### src/rtl/multi_hcsr04_uc_if.sv
// Signal bundle between the HC-SR04 sequencer and its requester/datapath.
// The master side issues start requests and echoes; the slave side is the sequencer.
interface multi_hcsr04_uc_if #(
    parameter int unsigned N_CH = 4
);
    logic            medir;
    logic            modo;
    logic [2:0]      sel_canal;
    logic [N_CH-1:0] echo;
    logic            fim_medida;
    logic [N_CH-1:0] trigger;
    logic            zera;
    logic            registra;
    logic            pronto;
    logic [2:0]      canal;
    logic [N_CH-1:0] erro;
    logic [3:0]      db_estado;

    modport master (
        output medir, modo, sel_canal, echo, fim_medida,
        input  trigger, zera, registra, pronto, canal, erro, db_estado
    );

    modport slave (
        input  medir, modo, sel_canal, echo, fim_medida,
        output trigger, zera, registra, pronto, canal, erro, db_estado
    );
endinterface

### src/rtl/multi_hcsr04_uc.sv
// Control unit sequencing up to eight HC-SR04 sensors: trigger, wait for echo,
// measure, store or flag a timeout, then advance to the next channel or finish.
module multi_hcsr04_uc #(
    parameter int unsigned N_CH           = 4,
    parameter int unsigned TRIG_CYCLES    = 500,
    parameter int unsigned TIMEOUT_CYCLES = 1_500_000
) (
    input logic              clock,
    input logic              reset,
    multi_hcsr04_uc_if.slave bus
);
    localparam int unsigned CNT_MAX = (TIMEOUT_CYCLES > TRIG_CYCLES) ? TIMEOUT_CYCLES
                                                                     : TRIG_CYCLES;
    localparam int unsigned CNT_W   = (CNT_MAX > 1) ? $clog2(CNT_MAX) : 1;
    localparam logic [CNT_W-1:0] TRIG_LAST    = CNT_W'(TRIG_CYCLES - 1);
    localparam logic [CNT_W-1:0] TIMEOUT_LAST = CNT_W'(TIMEOUT_CYCLES - 1);
    localparam logic [2:0]       LAST_CH      = 3'(N_CH - 1);

    typedef enum logic [3:0] {
        StIdle     = 4'h0,
        StPrep     = 4'h1,
        StTrig     = 4'h2,
        StWaitEcho = 4'h3,
        StMeasure  = 4'h4,
        StStore    = 4'h5,
        StErro     = 4'h6,
        StNext     = 4'h7,
        StDone     = 4'hF
    } state_e;

    state_e          state_q, state_d;
    logic [CNT_W-1:0] cnt_q, cnt_d;
    logic [2:0]      canal_q, canal_d;
    logic [N_CH-1:0] erro_q, erro_d;
    logic            modo_q, modo_d;

    logic [7:0]      echo_ext;
    logic [N_CH-1:0] ch_onehot;
    logic [2:0]      start_ch;

    assign echo_ext  = 8'(bus.echo);
    assign ch_onehot = N_CH'(1) << canal_q;
    // Out-of-range channel selections fall back to channel 0.
    assign start_ch  = bus.modo ? 3'd0
                     : ((32'(bus.sel_canal) < N_CH) ? bus.sel_canal : 3'd0);

    always_ff @(posedge clock or negedge reset) begin
        if (!reset) begin
            state_q <= StIdle;
            cnt_q   <= '0;
            canal_q <= '0;
            erro_q  <= '0;
            modo_q  <= 1'b0;
        end else begin
            state_q <= state_d;
            cnt_q   <= cnt_d;
            canal_q <= canal_d;
            erro_q  <= erro_d;
            modo_q  <= modo_d;
        end
    end

    always_comb begin
        state_d = state_q;
        cnt_d   = cnt_q;
        canal_d = canal_q;
        erro_d  = erro_q;
        modo_d  = modo_q;
        unique case (state_q)
            StIdle, StDone: begin
                if (bus.medir) begin
                    state_d = StPrep;
                    canal_d = start_ch;
                    erro_d  = '0;
                    modo_d  = bus.modo;
                end
            end
            StPrep: begin
                cnt_d   = '0;
                state_d = StTrig;
            end
            StTrig: begin
                if (cnt_q == TRIG_LAST) begin
                    cnt_d   = '0;
                    state_d = StWaitEcho;
                end else begin
                    cnt_d = cnt_q + CNT_W'(1);
                end
            end
            StWaitEcho: begin
                if (echo_ext[canal_q]) begin
                    cnt_d   = '0;
                    state_d = StMeasure;
                end else if (cnt_q == TIMEOUT_LAST) begin
                    state_d = StErro;
                end else begin
                    cnt_d = cnt_q + CNT_W'(1);
                end
            end
            StMeasure: begin
                if (bus.fim_medida) begin
                    state_d = StStore;
                end else if (cnt_q == TIMEOUT_LAST) begin
                    state_d = StErro;
                end else begin
                    cnt_d = cnt_q + CNT_W'(1);
                end
            end
            StStore: state_d = StNext;
            StErro: begin
                erro_d  = erro_q | ch_onehot;
                state_d = StNext;
            end
            StNext: begin
                // Sweep mode was latched at the start request.
                if (modo_q && (canal_q < LAST_CH)) begin
                    canal_d = canal_q + 3'd1;
                    state_d = StPrep;
                end else begin
                    state_d = StDone;
                end
            end
            default: state_d = StIdle;
        endcase
    end

    logic [N_CH-1:0] trigger;
    logic            zera, registra, pronto;
    logic [3:0]      db_estado;

    always_comb begin
        trigger   = '0;
        zera      = 1'b0;
        registra  = 1'b0;
        pronto    = 1'b0;
        db_estado = 4'hE;
        unique case (state_q)
            StIdle, StWaitEcho, StMeasure, StErro, StNext: db_estado = state_q;
            StPrep: begin
                zera      = 1'b1;
                db_estado = state_q;
            end
            StTrig: begin
                trigger   = ch_onehot;
                db_estado = state_q;
            end
            StStore: begin
                registra  = 1'b1;
                db_estado = state_q;
            end
            StDone: begin
                pronto    = 1'b1;
                db_estado = state_q;
            end
            default: db_estado = 4'hE;
        endcase
    end

    assign bus.trigger   = trigger;
    assign bus.zera      = zera;
    assign bus.registra  = registra;
    assign bus.pronto    = pronto;
    assign bus.canal     = canal_q;
    assign bus.erro      = erro_q;
    assign bus.db_estado = db_estado;
endmodule

### src/flat_wrapper.sv
// flat-port wrapper written by rule: the top's interface ports become plain ports
module multi_hcsr04_uc_flat 
#(
    parameter int unsigned N_CH           = 4,
    parameter int unsigned TRIG_CYCLES    = 500,
    parameter int unsigned TIMEOUT_CYCLES = 1_500_000
)
  (clock, reset, bus_medir, bus_modo, bus_sel_canal, bus_echo, bus_fim_medida, bus_trigger, bus_zera, bus_registra, bus_pronto, bus_canal, bus_erro, bus_db_estado);
  multi_hcsr04_uc_if #(.N_CH(N_CH)) bus_i ();
  input logic clock;
  input logic reset;
  input wire logic [$bits(bus_i.medir)-1:0] bus_medir;
  input wire logic [$bits(bus_i.modo)-1:0] bus_modo;
  input wire logic [$bits(bus_i.sel_canal)-1:0] bus_sel_canal;
  input wire logic [$bits(bus_i.echo)-1:0] bus_echo;
  input wire logic [$bits(bus_i.fim_medida)-1:0] bus_fim_medida;
  output wire logic [$bits(bus_i.trigger)-1:0] bus_trigger;
  output wire logic [$bits(bus_i.zera)-1:0] bus_zera;
  output wire logic [$bits(bus_i.registra)-1:0] bus_registra;
  output wire logic [$bits(bus_i.pronto)-1:0] bus_pronto;
  output wire logic [$bits(bus_i.canal)-1:0] bus_canal;
  output wire logic [$bits(bus_i.erro)-1:0] bus_erro;
  output wire logic [$bits(bus_i.db_estado)-1:0] bus_db_estado;
  assign bus_i.medir = bus_medir;
  assign bus_i.modo = bus_modo;
  assign bus_i.sel_canal = bus_sel_canal;
  assign bus_i.echo = bus_echo;
  assign bus_i.fim_medida = bus_fim_medida;
  assign bus_trigger = bus_i.trigger;
  assign bus_zera = bus_i.zera;
  assign bus_registra = bus_i.registra;
  assign bus_pronto = bus_i.pronto;
  assign bus_canal = bus_i.canal;
  assign bus_erro = bus_i.erro;
  assign bus_db_estado = bus_i.db_estado;
  multi_hcsr04_uc #(.N_CH(N_CH), .TRIG_CYCLES(TRIG_CYCLES), .TIMEOUT_CYCLES(TIMEOUT_CYCLES)) u_core (.clock(clock), .reset(reset), .bus(bus_i));
endmodule
### config.mk
export PLATFORM = sky130hd
export DESIGN_NAME = multi_hcsr04_uc_flat
export DESIGN_NICKNAME = d
export VERILOG_FILES = /design/src/rtl/multi_hcsr04_uc_if.sv /design/src/rtl/multi_hcsr04_uc.sv /design/src/flat_wrapper.sv
export SDC_FILE = /design/constraint.sdc
export NUM_CORES = 1
export LEC_CHECK = 0
export CAP_MARGIN = 10
export CORE_MARGIN = 2
export CORE_UTILIZATION = 45
export DETAILED_ROUTE_END_ITERATION = 16
export PLACE_DENSITY = 0.76
export SETUP_SLACK_MARGIN = 0.15
export SYNTH_ARGS = -nofsm -noshare
export SYNTH_HDL_FRONTEND = slang
export SYNTH_SLANG_ARGS = --single-unit
### constraint.sdc
create_clock -name clock -period 3.1 [get_ports clock]
set_clock_uncertainty 0.15 [all_clocks]
set_input_delay 0.62 -clock clock [delete_from_list [all_inputs] [get_ports clock]]
set_output_delay 0.62 -clock clock [all_outputs]
set_load 0.02 [all_outputs]
# Yosys cells after proc, flatten, opt, wreduce, memory -nomap -nowiden
# Cells that the tools add are included.
[totals]
out_inout_bits = 18
register_bits = 33
[classes]
addsub = 2
n_eq_ne = 14
order_cmp = 3
muxes = 26
shift = 1
reduce_logical = 13
bitwise = 1
[op_table]
columns = ["op", "n"]
rows = [
  ["2-to-1 mux 21 bit", 4],
  ["one-hot mux 21 bit (4 select lines)", 1],
  ["2-to-1 mux 4 bit", 9],
  ["one-hot mux 4 bit (7 select lines)", 1],
  ["adder 21 x 1 -> 21 bit, second input constant", 1],
  ["equality test 21 bit, second input constant", 1],
  ["equality test 21 x 9 -> 1 bit, second input constant", 1],
  ["equality test 4 x 3 -> 1 bit, second input constant", 4],
  ["2-to-1 mux 3 bit", 4],
  ["OR reduction 9 bit", 1],
  ["equality test 4 x 2 -> 1 bit, second input constant", 2],
  ["one-hot mux 4 bit (2 select lines)", 1],
  ["AND reduction 2 bit", 4],
  ["one-hot mux 3 bit (2 select lines)", 1],
  ["equality test 4 x 1 -> 1 bit, second input constant", 1],
  ["equality test 4 bit, second input constant", 1],
  ["zero test 4 bit", 1],
  ["less-than comparator 3 x 4 -> 1 bit, second input constant", 1],
  ["2-to-1 mux 1 bit", 4],
  ["!= test 2 x 1 -> 1 bit, second input constant", 2],
  ["!= test 2 bit, second input constant", 2],
  ["OR 4 bit", 1],
  ["nonzero test 2 bit", 2],
  ["nonzero test 4 bit", 1],
  ["other kinds (8)", 9],
]

# Depth between registers and ports, before layout
# Gate-level depths: netlist of run 1.
[logic_depth]
ltp_word = 5
mapped_depth = 7
mapped_depth_nobuf = 6

# Worst setup path before layout of run 1
# OpenSTA, ideal clock, no wires.
[synth_timing]
kind = "register to register"
start = "register u_core.cnt_q[0]"
end = "register u_core.cnt_q[5]"
slack_ns = 0.913
required_time_ns = 2.856
setup_ns = 0.094
arrival_ns = 1.943
synth_period_minus_slack_ns = 2.187
stages_incl_launch_ff = 7
path_cell_list = "dfrtp_1 > ha_1 > nand3_4 > or4_4 > a2111oi_4 > nor2_4 > a221oi_2"
[synth_between]
elab_chain_cells = 4
word_cells_on_any_way = 8
cone_classes = "add/sub (1); eq/ne (2); mux (5)"
[synth_lines]
columns = ["item", "line", "source"]
rows = [
  ["from (decl)", "multi_hcsr04_uc.sv:32", "logic [CNT_W-1:0] cnt_q, cnt_d;"],
  ["from (signal assigned)", "multi_hcsr04_uc.sv:56", "cnt_q <= cnt_d;"],
  ["adder 21 x 1 -> 21 bit or equality test 21 bit (tied branches)", "n/a", ""],
  ["2-to-1 mux 21 bit", "multi_hcsr04_uc.sv:94, multi_hcsr04_uc.sv:103", ""],
  ["2-to-1 mux 21 bit (on tied branches)", "multi_hcsr04_uc.sv:101, multi_hcsr04_uc.sv:91", ""],
  ["one-hot mux 21 bit (4 select lines) (*)", "multi_hcsr04_uc.sv:69", "unique case (state_q)"],
]
# Mark *: on every way between the ends. The rest lies on a longest branch, timed or not. The select of a mux whose other input is x is not followed.
# A chain may end at the register's enable or synchronous reset.

# Worst setup path in the final report of run 1
[layout_timing]
start = "register u_core.state_q[2]"
end = "output bus_trigger[2]"
[layout_between]
elab_chain_cells = 2
[layout_lines]
columns = ["item", "line", "source"]
rows = [
  ["from (decl)", "multi_hcsr04_uc.sv:31", "state_e state_q, state_d;"],
  ["from (signal assigned)", "multi_hcsr04_uc.sv:49", "state_q <= StIdle;"],
  ["from (signal assigned)", "multi_hcsr04_uc.sv:55", "state_q <= state_d;"],
  ["equality test 4 x 2 -> 1 bit", "multi_hcsr04_uc.sv:137", "unique case (state_q)"],
  ["2-to-1 mux 4 bit", "multi_hcsr04_uc.sv:137", ""],
  ["to (decl)", "flat_wrapper.sv:17", "output wire logic [$bits(bus_i.trigger)-1:0] bus_trigger;"],
]
# No other way between the ends.

==> results of run 1 <==
## worst min-delay path by stage
stage / startpoint / endpoint / cells after the start
2_1_floorplan: reset / u_core.bus.canal[0] / 0
5_1_grt: u_core.bus.erro[0] / u_core.bus.erro[0] / 1
6_report: u_core.bus.erro[0] / u_core.bus.erro[0] / 1
4_1_cts: u_core.bus.erro[0] / u_core.bus.erro[0] / 1
3_3_place_gp: u_core.bus.erro[0] / u_core.bus.erro[0] / 1
3_5_place_dp: u_core.bus.erro[0] / u_core.bus.erro[0] / 1
## worst max-delay path, delay by kind of cell (launching register included)
kind | cells | cell delay, ns
and+or+nand+nor | 2 | 0.42
DFF | 1 | 0.55
buffers and inverters | 2 | 0.79
## metal layers
| metal | up-vias | routed length (um) | GRT usage [%] |
|---|---|---|---|
| met4 | 0 | 100 | 8.04 |
| met5 | - | 0 | 0 |
| met2 | 64 | 3050 | 36.9 |
| li1 | 1113 | - | - |
| met3 | 11 | 220 | 3.02 |
| met1 | 1126 | 2720 | 27.9 |
## metrics by stage
| step | utilization, % | power, W | hold WS [ns] | setup WS [ns] |
|---|---|---|---|---|
| after CTS | 56.7 | 0.00254 | 0.347 | 0.285 |
| after floorplan | - | 0.00167 | 0.174 | 0.913 |
| after global routing | 56.7 | 0.00271 | 0.367 | 0.193 |
| after detailed placement | 54.7 | 0.00218 | 0.332 | 0.292 |
| final | 56.7 | 0.00254 | 0.345 | 0.280 |
| after global placement | 54.7 | 0.00214 | 0.327 | 0.369 |
## synth_stat cells, types with 3 or more instances
cell,n
a21oi_1,12
a31oi_1,4
a32o_1,3
and2_1,5
and3_1,7
buf_2,7
clkbuf_1,7
dfrtp_1,33
ha_1,6
inv_1,11
mux2i_1,3
nand2_1,22
nand2b_1,3
nand3_1,13
nand4_1,7
nor2_1,21
nor2b_1,3
nor3_1,6
nor4_1,5
o2111ai_1,5
o211ai_1,9
o21ai_0,5
o21ai_1,7
o221ai_1,4
o22ai_1,3
xnor2_1,3
## final cells by class
cell class / count / area (um2) / area share [%]
clock buffers: 7 / 96.3 / 3.29
flip-flops and latches: 33 / 826 / 28.2
well taps: 70 / 87.6 / 2.99
inverters: 11 / 41.3 / 1.41
clock inverters: 1 / 5.00 / 0.171
multi-input cells: 213 / 1490 / 51.0
repair buffers: 41 / 380 / 13.0
## placed cells by master (no fill, tap or decap), drive strengths merged, types with 3 or more instances in the layout
| cell type | Yosys | routed |
|---|---|---|
| or4 | 4 | 4 |
| a21boi | 3 | 3 |
| o221ai | 4 | 4 |
| or2 | 3 | 3 |
| buf | 9 | 12 |
| clkdlybuf4s50 | 0 | 29 |
| ha | 6 | 6 |
| a31oi | 5 | 5 |
| a21oi | 13 | 13 |
| o22ai | 3 | 3 |
| nand3 | 14 | 14 |
| nor2 | 24 | 24 |
| nor3 | 7 | 7 |
| a32o | 3 | 3 |
| inv | 11 | 11 |
| clkbuf | 7 | 7 |
| and2 | 5 | 5 |
| a311oi | 3 | 3 |
| xnor2 | 3 | 3 |
| nor2b | 3 | 3 |
| nand2 | 22 | 22 |
| nor4 | 6 | 6 |
| o211ai | 9 | 9 |
| o21ai | 13 | 13 |
| nand4 | 7 | 7 |
| nand2b | 3 | 3 |
| and3 | 7 | 7 |
| mux2i | 3 | 3 |
| dfrtp | 33 | 33 |
| o2111ai | 5 | 5 |
## cells by family (layout without fill, tap and decap cells)
family,count (synthesis),in the layout,share of synthesized area (%)
multiplexers,4,4,1.70
adder cells (fa/ha/maj),6,6,3.08
XOR/XNOR,3,3,1.08
buffers and inverters,27,60,4.68
flip-flops,33,33,33.9
AND/OR/NAND/NOR,119,119,28.7
AO/OA/AOI/OAI,81,81,26.8
## report_power, final
group	leakage (nW)	switching, W	internal (W)	total (W)
Clock	0.0542	0.000164	0.000201	0.000364
Combinational	0.656	0.000915	0.000631	0.00155
Sequential	0.438	0.000112	0.000522	0.000634
## sequential cells by signal, indices dropped and copies added (netlist names)
name	flops
u_core.cnt_q	21
u_core.bus.canal	3
u_core.modo_q	1
u_core.bus.erro	4
u_core.state_q	4
==> impl_results.md, run 1 <==
- Fillers: 459
- Grt total ovfl: 0
- Die Width: 77.5 um
- Pwr/cell area: 868 nW/um2
- DR vias: 2314
- CTS buffer count: 5
- Crit path kind: flip-flop to output pin
- CP cell instances: nor4b_2 > buf_4 > and3_1 > clkdlybuf4s50_1
- DP Area: 2830 um2
- Maxcap violations: 0
- Crit path DAT: 2.05 ns
- Root Driver: clkbuf_8
- GPL Wtd Cong: 0.941
- Final wirelength: 6090 um
- Worst reg2reg path endpoint: u_core.cnt_q[5]
- Area grow syn2layout: 20.4%
- Post-synth top area share: 33.9%
- Hold WC Path Type: flip-flop to flip-flop
- End point of the critical path: bus_trigger[2]
- H-tree Lvls: 2
- Worst R2R Path Depth: 6
- DR WL/cell: 16.2 um
- Starting Density: 47.0%
- Max Slew Vio Count: 0
- Ys Warns: 0
- Yosys reg bits: 33
- Inst Count DP: 368
- Worst-margin pin slew: 0.484 ns
- Status: complete, no violations
- Async set or reset register ratio after synthesis: 100%
- Non-filler cells, final: 376
- Post-synthesis sequential area ratio: 33.9%
- CTS tree: yes
- First-pass GRT wire length: 10600 um
- Post-CTS Setup Inserts: 0
- Worst setup EP type: output pin
- Remaining DRCs: 0
- Via-per-instance ratio: 6.15
- Pre-Repair DR Iteration Count: 4
- Fin Setup TNS: 0 ns
- Post-synth EDFFs: 0
- Mapped Cells: 273
- Vias in the first global route: 2267
- Critical Path RT: 2.33 ns
- Area contributors post-synth: dfrtp_1 (34%), nand2_1 (3.4%), nor2_1 (3.2%)
- LEAKAGE: 1.15 nW
- Port Buffers: 29
- DRT iter0 DRCs: 103
- Peak supply drop: 0.481 mV
- Final Hold Viols: 0
- Diode count: 0
- Final setup viols: 0
- Fin crit share: 91.0%
- Fmax: 355 MHz
- Unrepaired setup endpoints after global routing: no
- Crit-path max FO: 16
- Main synth FF type: dfrtp_1
- Mean Syn Cell Area: 8.91 um2
- Crit path launch type: flip-flop
- CTS clk-pin slew, worst paths: 0.08 ns
- CORE AREA: 5170 um2
- Mapped cell area: 2430 um2
- Die area: 6010 um2
- Layout Nets: 323
- IO Pins: 30
- Share of cells above drive strength 1: 14.1%
- Launch point of the worst path: u_core.state_q[2]
- Cell Rows: 26
- Reg2Reg Setup Slack: 0.62 ns
- RR Startpoint: u_core.cnt_q[0]
- Worst-Skew Late Latency: 0.29 ns
- Die Ht: 77.5 um
- Max stage delay cell, worst path: clkdlybuf4s50_1
- Hold Buf Count CTS: 0
- Slew headroom: 67.5%
- Syn Nets: 291
- Clock period minus worst slack: 2.82 ns
- Post-route ant nets: 0
- Count of clock tree sinks: 33
- Pin count of the biggest net entering global routing: 34
- Slowest stage delay, CP: 0.60 ns
- Finished Cell Area: 2930 um2
- Clock Tree Buf Depth: 2
- Post-DP HPWL: 4390 um
- Post-CTS Resized: 0
- Cell variety after synth: 71
- Initial antenna violation count: 0
- Total GRT Usage: 21.6%
- Synth area leader: dfrtp_1
Power figures use the tool's default switching activity.
==> run 2, diff against run 1 <==
- CTS_BUF_LIST: default -> sky130_fd_sc_hd__clkbuf_8
==> results of run 2 <==
No change in the layout: final DEF, timing and power equal those of run 1.
==> run 3, diff against run 2 <==
- CELL_PAD_IN_SITES_DETAIL_PLACEMENT: default -> 1
- CELL_PAD_IN_SITES_GLOBAL_PLACEMENT: default -> 1
- CORE_UTILIZATION: 45 -> 30
- PLACE_DENSITY: 0.76 -> 0.69
==> run 3 against run 2 <==
Against the previous run:
- register-to-register slack got worse by 0.17 ns
- combinational power barely moved
- power fell by 0.96%
- sequential power rose by 3%
- maximum frequency fell by 2.6%
- setup slack got worse by 0.076 ns
- sequential share of layout area fell by 0.096 points
- critical path depth did not move
- hold slack barely moved
- cell area rose by 0.34%
- clock power fell by 11%
- critical endpoint unchanged
==> impl_results.md, run 3 (same netlist as run 1, synthesis figures left out) <==
- Grt total ovfl: 0 (unchanged)
- Worst setup EP type: output pin (unchanged)
- Total GRT Usage: 18.0% (was 21.6%)
- Pwr/cell area: 857 nW/um2 (was 868 nW/um2)
- Clock Power Share: 12.9% (was 14.3%)
- Count of clock tree sinks: 33 (unchanged)
- Status: complete, no violations (unchanged)
- Register Area: 826 um2 (unchanged)
- Commonest non-fill, non-tap cell in the layout: dfrtp_1 (unchanged)
- Largest register FFs: 21 (unchanged)
- Die Width: 94.1 um (was 77.5 um)
- Root Driver: clkbuf_8 (unchanged)
- Final Hold Viols: 0 (unchanged)
- First-pass GRT wire length: 12600 um (was 10600 um)
- Largest Register: u_core.cnt_q (unchanged)
- Final setup viols: 0 (unchanged)
- Crit path launch type: flip-flop (unchanged)
- Pint: 0.00129 W (was 0.00135 W)
- Hold Buf Count CTS: 0 (unchanged)
- CTS buffer count: 5 (unchanged)
- Post-CTS Resized: 0 (unchanged)
- Post-route ant nets: 0 (unchanged)
- LEAKAGE: 1.13 nW (was 1.15 nW)
- H-tree Lvls: 2 (unchanged)
- Hold WC Path Type: flip-flop to flip-flop (unchanged)
- Commonest cells after routing, fill and taps aside: dfrtp_1 (33), clkdlybuf4s50_1 (29), nand2_1 (22) (unchanged)
- Die area: 8850 um2 (was 6010 um2)
- Post-DP HPWL: 5350 um (was 4390 um)
- Area of the multi-input gates: 1500 um2 (was 1490 um2)
- DR WL/cell: 18.2 um (was 16.2 um)
- Layout Nets: 321 (was 323)
- Diode count: 0 (unchanged)
- CTS tree: yes (unchanged)
- Crit path kind: flip-flop to output pin (unchanged)
- Fin Setup TNS: 0 ns (unchanged)
- Fmax: 345 MHz (was 355 MHz)
- GPL Wtd Cong: 0.833 (was 0.941)
- DR vias: 2323 (was 2314)
- Cell Rows: 32 (was 26)
- Peak supply drop: 0.248 mV (was 0.481 mV)
- Remaining DRCs: 0 (unchanged)
- Pin count of the biggest net entering global routing: 34 (unchanged)
- Via-per-instance ratio: 5.72 (was 6.15)
- Post-CTS Setup Inserts: 0 (unchanged)
- DRT iter0 DRCs: 71 (was 103)
- Pre-Repair DR Iteration Count: 4 (unchanged)
- Starting Density: 31.2% (was 47.0%)
- Unrepaired setup endpoints after global routing: no (unchanged)
- IO Pins: 30 (unchanged)
- Fillers: 932 (was 459)
- Final wirelength: 7400 um (was 6090 um)
- Crit-path max FO: 16 (unchanged)
- Worst-margin pin slew: 1.17 ns (was 0.484 ns)
- Fin crit share: 93.4% (was 91.0%)
- Port Buffers: 29 (unchanged)
- Fin Hold WS: 0.346 ns (was 0.345 ns)
- Vias in the first global route: 2406 (was 2267)
- Area grow syn2layout: 20.8% (was 20.4%)
- Share of cells above drive strength 1: 13.5% (was 14.1%)
- Reg power frac: 25.9% (was 24.9%)
- Sw Share: 48.8% (was 46.8%)
- Combinational Power Share: 61.2% (was 60.8%)
- CORE AREA: 7810 um2 (was 5170 um2)
- Slew headroom: 21.5% (was 67.5%)
- Maxcap violations: 0 (unchanged)
- CTS clk-pin slew, worst paths: 0.07 ns (was 0.08 ns)
- Clock period minus worst slack: 2.90 ns (was 2.82 ns)
- Switch Pwr: 0.00123 W (was 0.00119 W)
- Initial antenna violation count: 0 (unchanged)
- Critical Path RT: 2.33 ns (about the same)
- Crit path DAT: 2.13 ns (was 2.05 ns)
- Clock Tree Buf Depth: 2 (unchanged)
- Die Ht: 94.1 um (was 77.5 um)
- Max Slew Vio Count: 0 (unchanged)
- Worst-Skew Late Latency: 0.30 ns (was 0.29 ns)
[run 3: cell types whose count changed in the layout (fill, tap and decap cells not counted), sizes merged]
| cell | previous run | this run |
|---|---|---|
| inv | 11 | 12 |
| clkinv | 1 | 2 |
| clkbuf | 7 | 5 |
| buf | 12 | 10 |
[run 3: worst paths after layout]
| kind | start | endpoint | slack (ns) | cells past startpoint |
|---|---|---|---|---|
| max reg2reg | u_core.state_q[2] | u_core.state_q[0] | 0.45 | 5 |
| min in group asynchronous | reset | u_core.state_q[3] | 0.60 | 2 |
| max in group asynchronous | reset | u_core.cnt_q[18] | 1.86 | 2 |
| max | u_core.state_q[2] | bus_trigger[2] | 0.20 | 4 |
| min | u_core.bus.erro[1] | u_core.bus.erro[1] | 0.35 | 1 |
| min reg2reg | u_core.bus.erro[1] | u_core.bus.erro[1] | 0.35 | 1 |
[run 3: metrics by stage]
stage                     power [W]  worst slack (ns)  cell area, um2  instances  util [%]
after global routing        0.00272             0.164            2940        406      37.7
after CTS                   0.00255             0.218            2940        406      37.7
after global placement      0.00218             0.346            2860        398      36.6
after floorplan             0.00167             0.913            2430        273         -
after detailed placement    0.00223             0.255            2860        398      36.6
final                       0.00252             0.203            2940        406      37.7
[run 3: cell type report]
cell class | instances | share of cell area [%]
Sequential cell | 33 | 28.1
Clock buffer | 5 | 2.34
Timing Repair Buffer | 39 | 12.4
Multi-Input combinational cell | 213 | 50.9
Clock inverter | 3 | 0.468
Inverter | 11 | 1.40
Tap cell | 102 | 4.34
[run 3: power by group through the flow]
stage	sequential [W]	combinational, W	clock, W
floorplan	0.000648	0.00103	0
global placement	0.000654	0.00152	0
detailed placement	0.000661	0.00157	0
CTS	0.000652	0.00157	0.000333
global route	0.000672	0.00170	0.000351
finish	0.000652	0.00154	0.000325
[run 3: per-layer routing]
layer / global-route usage, % / wire length, um
met1: 24.0 / 3510
met3: 2.81 / 258
met5: 0 / 0
met4: 3.99 / 70
met2: 30.8 / 3560
[run 3: worst max-delay path: stages, from the launching register on]
cell	delay, ns
dfrtp_1	0.56
nor4b_2	0.28
buf_4	0.20
and3_1	0.19
clkdlybuf4s50_1	0.61
